==> src/rtl/data_unpack.sv <==
// Unpacks framed 32-bit words into 7-bit MSB-first symbols; the first symbol follows acceptance by one cycle.
// The output side never stalls. ready_out throttles the source on buffer space and is held low while a packet drains.
module data_unpack (
  input  logic        clk,
  input  logic        rst,
  input  logic        valid_in,
  input  logic        sop_in,
  input  logic        eop_in,
  input  logic [31:0] data_in,
  output logic        ready_out,
  output logic        valid_out,
  output logic        sop_out,
  output logic        eop_out,
  output logic [6:0]  data_out
);

  logic [37:0] bit_buf, buf_emit, buf_nxt;
  logic [5:0]  cnt, cnt_emit, cnt_nxt, take;
  logic        in_pkt, sop_pend, eop_pend;
  logic        in_pkt_nxt, sop_pend_nxt, eop_pend_nxt;
  logic        accept;

  always_comb begin
    valid_out = (cnt >= 6'd7) | (eop_pend & (cnt != 6'd0));
    data_out  = bit_buf[37:31];
    sop_out   = valid_out & sop_pend;
    eop_out   = valid_out & eop_pend & (cnt <= 6'd7);
    ready_out = rst & ~eop_pend & (cnt <= 6'd13);
    accept    = valid_in & ready_out;

    // Bits below cnt are always zero, so a short final symbol is padded for free.
    take     = valid_out ? ((cnt >= 6'd7) ? 6'd7 : cnt) : 6'd0;
    buf_emit = bit_buf << take;
    cnt_emit = cnt - take;

    buf_nxt      = buf_emit;
    cnt_nxt      = cnt_emit;
    in_pkt_nxt   = in_pkt & ~eop_out;
    sop_pend_nxt = sop_pend & ~valid_out;
    eop_pend_nxt = eop_pend & ~eop_out;

    if (accept) begin
      buf_nxt    = buf_emit | ({data_in, 6'b0} >> cnt_emit);
      cnt_nxt    = cnt_emit + 6'd32;
      in_pkt_nxt = 1'b1;
      if (sop_in && !in_pkt) begin
        sop_pend_nxt = 1'b1;
      end
      if (eop_in) begin
        eop_pend_nxt = 1'b1;
      end
    end
  end

  always_ff @(posedge clk or negedge rst) begin
    if (!rst) begin
      bit_buf  <= '0;
      cnt      <= '0;
      in_pkt   <= 1'b0;
      sop_pend <= 1'b0;
      eop_pend <= 1'b0;
    end else begin
      bit_buf  <= buf_nxt;
      cnt      <= cnt_nxt;
      in_pkt   <= in_pkt_nxt;
      sop_pend <= sop_pend_nxt;
      eop_pend <= eop_pend_nxt;
    end
  end

endmodule

==> config.mk <==
export PLATFORM = sky130hd
export DESIGN_NAME = data_unpack
export DESIGN_NICKNAME = d
export VERILOG_FILES = /design/src/rtl/data_unpack.sv
export SDC_FILE = /design/constraint.sdc
export NUM_CORES = 1
export LEC_CHECK = 0
export ABC_CLOCK_PERIOD_IN_PS = 6950
export CAP_MARGIN = 20
export CORE_MARGIN = 2
export CORE_UTILIZATION = 40
export CTS_BUF_LIST = sky130_fd_sc_hd__clkbuf_16
export CTS_CLUSTER_SIZE = 10
export DETAILED_ROUTE_END_ITERATION = 10
export REMOVE_ABC_BUFFERS = 1
export SYNTH_ARGS = -nofsm -noshare
export SYNTH_HDL_FRONTEND = slang
export SYNTH_SLANG_ARGS = --single-unit
==> constraint.sdc <==
create_clock -name clk -period 6.95 [get_ports clk]
set_input_delay 1.39 -clock clk [delete_from_list [all_inputs] [get_ports clk]]
set_output_delay 1.39 -clock clk [all_outputs]
set_load 0.01 [all_outputs]
==> run metrics <==
outcome=finished clean; Worst-Skew Late Latency=0.29 ns; Critical Path RT=7.12 ns; slew margin rel.=0.364; Post-CTS Resized=0; Cell Count, Final, Fillers Out=approximately 690; CP max stage cell=inv_1; post-route minimum period=between 5 and 6 ns; sequence of cells on the critical path=or3_1, nor2_1, nor2_2, buf_4, inv_1, ha_1, a21o_1, a21oi_1, xor2_1, inv_1, o2111a_1, nand2_1, o221ai_1, nand3b_1; Max-Cap Viols=0; worst-path fanout max=37; pin count of the biggest net entering global routing=48; Final ANT Viol Nets=0; sequential share of the synthesized area=0.242; clk root buf=clkbuf_16; met1 wire length=6700 um; library cells used by synthesis=57; Clock Skew=about 0.0067 ns; Async SR Flop Fraction=1.00; Port Buffers=between 40 and 50; hold_buf cts=0; routed wire length=around 14000 um; commonest non-fill, non-tap cell in the layout=mux2i_1; unrepaired setup endpoints after global routing=no; commonest cells after routing, fill and taps aside=mux2i_1 (110), nand2_1 (73), nor2_1 (51); DRT Pass-1 Iters=6; Synth Flop Type=dfrtp_1; first-pass GRT wire length=around 23000 um; core area=0.0120 mm^2; post-route setup TNS=0 ns; Post-Syn Area per Cell=around 9 um^2; IO Pins=48; Final Hold Vio Count=0; critical path's largest stage delay=~0.75 ns; Vias per Instance=between 6 and 7; CTS Buffer Depth=2; area growth from synthesis to layout=13.6%; Post-CTS Repair Setup Buffers=0; Nets=588; mapped cell area=between 0.004 and 0.005 mm^2; final worst path period share=0.724; CTS Sinks=between 40 and 50; Total GRT Usage=0.223; Initial Utilization=0.407; CTS H-Tree Depth=2; drt drc=0; Gate Count Post-Synth=527; share of layout cells above drive strength 1=0.121; drt wl/cell=~21 um; vias in the first global route=around 4200; Synth Warn #=0; DP Cell Count=685; grt total ovfl=0; Worst setup SP type=flop; CP delay by family, top=buffers and inverters; met2 routed WL=6610 um; Worst Tran Pin Value=around 0.95 ns; most frequent CP cell=inv_1; Num CTS Buffers=5; initial antenna violation count=0; number of synthesized register bits=47; Die H=around 110 um; worst setup path class=reg -> reg; die span in x=~110 um; number of setup violations in the final report=0; DP HPWL=around 11000 um; Min-Delay Path Class=reg -> reg; worst path buffer plus inverter count=3; number of synthesized flops with an enable pin=0; worst hold slack=around 0.49 ns; Worst EP arrival=5.20 ns; via count=approximately 4300; Pins Over Slew Limit=0; Fmax=a little under 0.2 GHz; highest metal used=met4; initial drt markers=approximately 350; gp weighted congestion=about 0.95; Final Core Density=0.462; Site Rows=40; critical path endpoint category=flop; # diodes=0; CTS tree=yes; met3 routed WL=~690 um; clock slew at reported path FFs=0.06 ns; die area=between 0.01 and 0.015 mm^2
==> through the flow <==
| stage | instance area, um^2 | worst slack (ns) |
|---|---|---|
| 2_1_floorplan | 4640 | -0.460 |
| 3_3_place_gp | 5380 | 2.03 |
| 3_5_place_dp | 5380 | 2.00 |
| 4_1_cts | 5510 | 1.97 |
| 5_1_grt | 5530 | 1.55 |
| 6_report | 5530 | 1.92 |
==> sequential cells by signal (all words and copies together), names as in the netlist <==
register / cells
bit_buf: 38
cnt: 6
eop_pend: 1
in_pkt: 1
sop_pend: 1
==> per-layer routing <==
metal,vias up,track usage
met3,22,0.0206
met4,0,0.0667
met1,2140,0.327
li1,2018,-
met5,-,0
met2,148,0.352
==> final timing paths <==
| path | from | endpoint | slack (ns) | cells past startpoint |
|---|---|---|---|---|
| setup reg to reg | cnt[5] | bit_buf[6] | 1.92 | 14 |
| hold reg to reg | sop_pend | sop_pend | 0.49 | 1 |
| setup / recovery | cnt[5] | bit_buf[6] | 1.92 | 14 |
| min in group asynchronous | rst | bit_buf[27] | 1.27 | 2 |
| max in group asynchronous | rst | eop_pend | 5.28 | 2 |
| hold / removal | sop_pend | sop_pend | 0.49 | 1 |
==> logic make-up (layout without fill, tap and decap cells) <==
| logic type | count (synthesis) | in the layout | synth area share |
|---|---|---|---|
| simple gates | 175 | 175 | 0.155 |
| mux | 149 | 149 | 0.393 |
| compound gates | 90 | 90 | 0.131 |
| buf+inv | 56 | 73 | 0.0568 |
| flops | 47 | 47 | 0.242 |
| fa+ha+maj | 5 | 5 | 0.0144 |
| xor+xnor | 4 | 4 | 0.00720 |
| other cells | 1 | 2 | 0.000770 |
==> cell usage after synthesis (4+ instances only) <==
library cell	instances	share of area
mux2i_1	110	0.23
nand2_1	73	0.056
nor2_1	52	0.040
dfrtp_1	47	0.24
mux4_2	33	0.15
nand3_1	22	0.023
clkbuf_1	19	0.015
o22ai_1	16	0.021
a21oi_1	13	0.013
buf_1	12	0.0092
o211ai_1	10	0.015
o221ai_1	10	0.018
buf_4	7	0.011
inv_1	7	0.0054
o21ai_0	7	0.0072
nor3_1	6	0.0062
o21ai_1	6	0.0062
buf_6	5	0.012
ha_1	4	0.010
inv_2	4	0.0031
mux2_2	4	0.0092
==> area by class of cell <==
cell class              count  area (um^2)
fillers                  1138         6430
multi-input cells         425         3450
flip-flops and latches     47         1180
repair buffers             56          546
well taps                 147          184
clock buffers               5          125
inverters                  11         41.3
clock inverters             1         3.75
Power is left out: the tool's default activity adds up to more than one toggle a clock period on the data nets, which glitch-free logic cannot reach.
==> variant (same settings) <==
Make the reset (`rst`) synchronous in one clocked block.
--- a/src/rtl/data_unpack.sv
+++ b/src/rtl/data_unpack.sv
@@ -54,3 +54,3 @@
 
-  always_ff @(posedge clk or negedge rst) begin
+  always_ff @(posedge clk) begin
     if (!rst) begin
Check against the original RTL: differs if rst is asserted again (counterexample within 4 cycles, from zero or initial values and one cycle with rst low); with rst held inactive, the same outputs for 10 cycles.
==> variant against the unedited design <==
Cell area increased by 5.3%. Worst setup slack worse by 0.10 ns. Synthesized area rose by 4.7%. Global-route usage increased by 0.67 points. Sequential cell count did not move. First-iteration DRC count grew 30%. Hold slack better by 0.044 ns. Wire length grew 7.1%. Final cell count rose by 11%. Critical path depth fell by 3. Largest cell class unchanged.
Power is not shown: default switching activity piles up to over one toggle a cycle in this logic, so the estimate is an artifact.
==> variant: results (changes against the unedited design) <==
INFO  outcome        run_status=finished clean
INFO  route          detailroute.via_count=4782 [+10%]
INFO  layout         drive_gt1_share=12.96% [+0.85 points]
INFO  global_route   grt_pass1_wl=24430um [+6.6%]
INFO  layout         final_net_count=635 [+8.0%]
INFO  timing         worst_clock_skew=0.005987ns [-0.0006663 ns]
INFO  placed_design  cell_count_after_placement=757 [+11%]
INFO  cts            cts_buffers=5 [unchanged]
INFO  worst_setup_path slowest_stage=xor2_2
INFO  layout         diodes=0 [unchanged]
INFO  synth          synth_commonest_cells=mux2i_1 (99), nand2_1 (81), dfxtp_1 (47), nor2_1 (39), nand3_1 (29)
INFO  route          drt_pass1_iterations=5 [-1]
INFO  synth          netlist_instances=579 [+9.9%]
INFO  placed_design  placed_cell_area=0.005634sqmm [+4.7%]
INFO  route          route.detailed.wl_per_inst=20.03um [-3.3%]
INFO  synth          yosysUniqueCellTypes=70 [+23%]
INFO  placed_design  final_hpwl_from_detailed_placement=11730um [+6.8%]
INFO  min_path       whs_path_cells=3 [+2]
INFO  cts            htree_num_levels=2 [unchanged]
INFO  global_route   first_global_vias=4568 [+9.1%]
INFO  global_route   grtUsageTotal=23.00% [+0.67 points]
INFO  worst_setup_path cp_max_fo=38 [+2.7%]
INFO  worst_setup_path timing.rr.start=cnt[0]
INFO  worst_setup_path critical_path_at=5.32ns [+0.12 ns]
INFO  cts            clock_tree.buffer_depth=2 [unchanged]
INFO  global_route   antenna_found_initial=0 [unchanged]
INFO  route          initialDrtViolationCount=455 [+30%]
INFO  placed_design  port_buffers=47 [unchanged]
INFO  synth          post_synth_main_area_contributors=mux2i_1 (19%), dfxtp_1 (18%), mux4_2 (11%)
INFO  cts            clk_pin_slew=0.06ns [about the same]
INFO  synth          top_reg_cell_synth=dfxtp_1
INFO  cts            postCtsSetupRepairBufs=0 [unchanged]
INFO  cts            cts_repair_resizes=0 [unchanged]
INFO  min_path       class_of_the_tightest_hold_or_removal_check=flip-flop to flip-flop
INFO  synth          synth.yosys.warnings=0 [unchanged]
INFO  cts            cts_root_buf=clkbuf_16
INFO  placed_design  detailedPlace.worstSlack=1.607ns [-0.3911 ns]
INFO  synth          number_of_flip_flops_and_latches_in_the_synthesized_netlist=47 [unchanged]
INFO  worst_setup_path reg2reg_slack=1.82ns [-0.10 ns]
INFO  min_path       min_delay_worst_endpoint=sop_pend
INFO  cts            clkLatencyLatePin=0.29ns [about the same]
INFO  layout         layout_top_registers=bit_buf: 38 flops, cnt: 6 flops
INFO  layout         post_layout_nonfiller_instances=766 [+11%]
INFO  global_route   pin_count_of_the_biggest_net_entering_global_routing=46 [-4.2%]
INFO  timing         worst_slew_margin_rel=29.30% [-7.1 points]
INFO  synth          synth_seq_area_share=18.45% [-5.7 points]
INFO  synth          ys_async_sr_fraction=0% [-100 points]
INFO  placed_design  place_congestion=0.9277 [-2.8%]
INFO  min_path       min-delay-start=in_pkt
INFO  worst_setup_path reg2reg_path_depth=11 [-3]
INFO  worst_setup_path max_stage_delay=0.86ns [+0.11 ns]
INFO  worst_setup_path r2r-end=bit_buf[11]
variant: critical path, delay by kind of cell (launching register included):
family          cells  cell delay (ns)
compound gates      6             1.53
flops               1             0.55
xor+xnor            1             0.86
fa+ha+maj           1             0.68
simple gates        1             0.29
buf+inv             2             1.10
variant: cell families (layout without fill, tap and decap cells):
logic type,Yosys count,count (layout),synth area share (%)
compound gates,121,121,16.81
flops,47,47,18.45
mux,143,143,38.06
fa+ha+maj,5,5,1.374
buf+inv,60,74,6.429
other cells,1,2,0.07355
simple gates,196,196,17.77
xor+xnor,6,6,1.031
variant: area by class of cell:
cell class | instances | area, sq um
clock buffer | 5 | 125.1
clock inverter | 3 | 38.79
fill | 1270 | 6691
inverter | 5 | 18.77
multi-input combinational | 473 | 3891
sequential | 47 | 940.9
tap | 172 | 215.2
timing repair buffer | 61 | 595.6
variant: per-layer routing:
| metal | up-vias | share of wire, % | track usage, % | wire length (um) |
|---|---|---|---|---|
| li1 | 2236 | - | - | - |
| met4 | 0 | 2.2 | 6.196 | 338 |
| met1 | 2329 | 44 | 32.05 | 6820 |
| met2 | 189 | 47 | 37.76 | 7145 |
| met5 | - | 0 | 0 | 0 |
| met3 | 28 | 6.8 | 3.038 | 1040 |
variant: per-stage QoR:
| step | hold slack [ns] | setup TNS [ns] |
|---|---|---|
| floorplan | 0.4900 | -26.72 |
| global placement | 0.5113 | 0 |
| detailed placement | 0.5247 | 0 |
| CTS | 0.5338 | 0 |
| global route | 0.5627 | 0 |
| finish | 0.5327 | 0 |
variant: worst max-delay path by stage:
stage,end,slack (ns),start,cells after the start
floorplan,bit_buf[5],-1.0,cnt[0],11
global placement,ready_out,1.69,rst,4
detailed placement,ready_out,1.61,rst,4
CTS,ready_out,1.60,rst,4
global route,bit_buf[11],1.46,cnt[0],11
finish,bit_buf[11],1.82,cnt[0],11
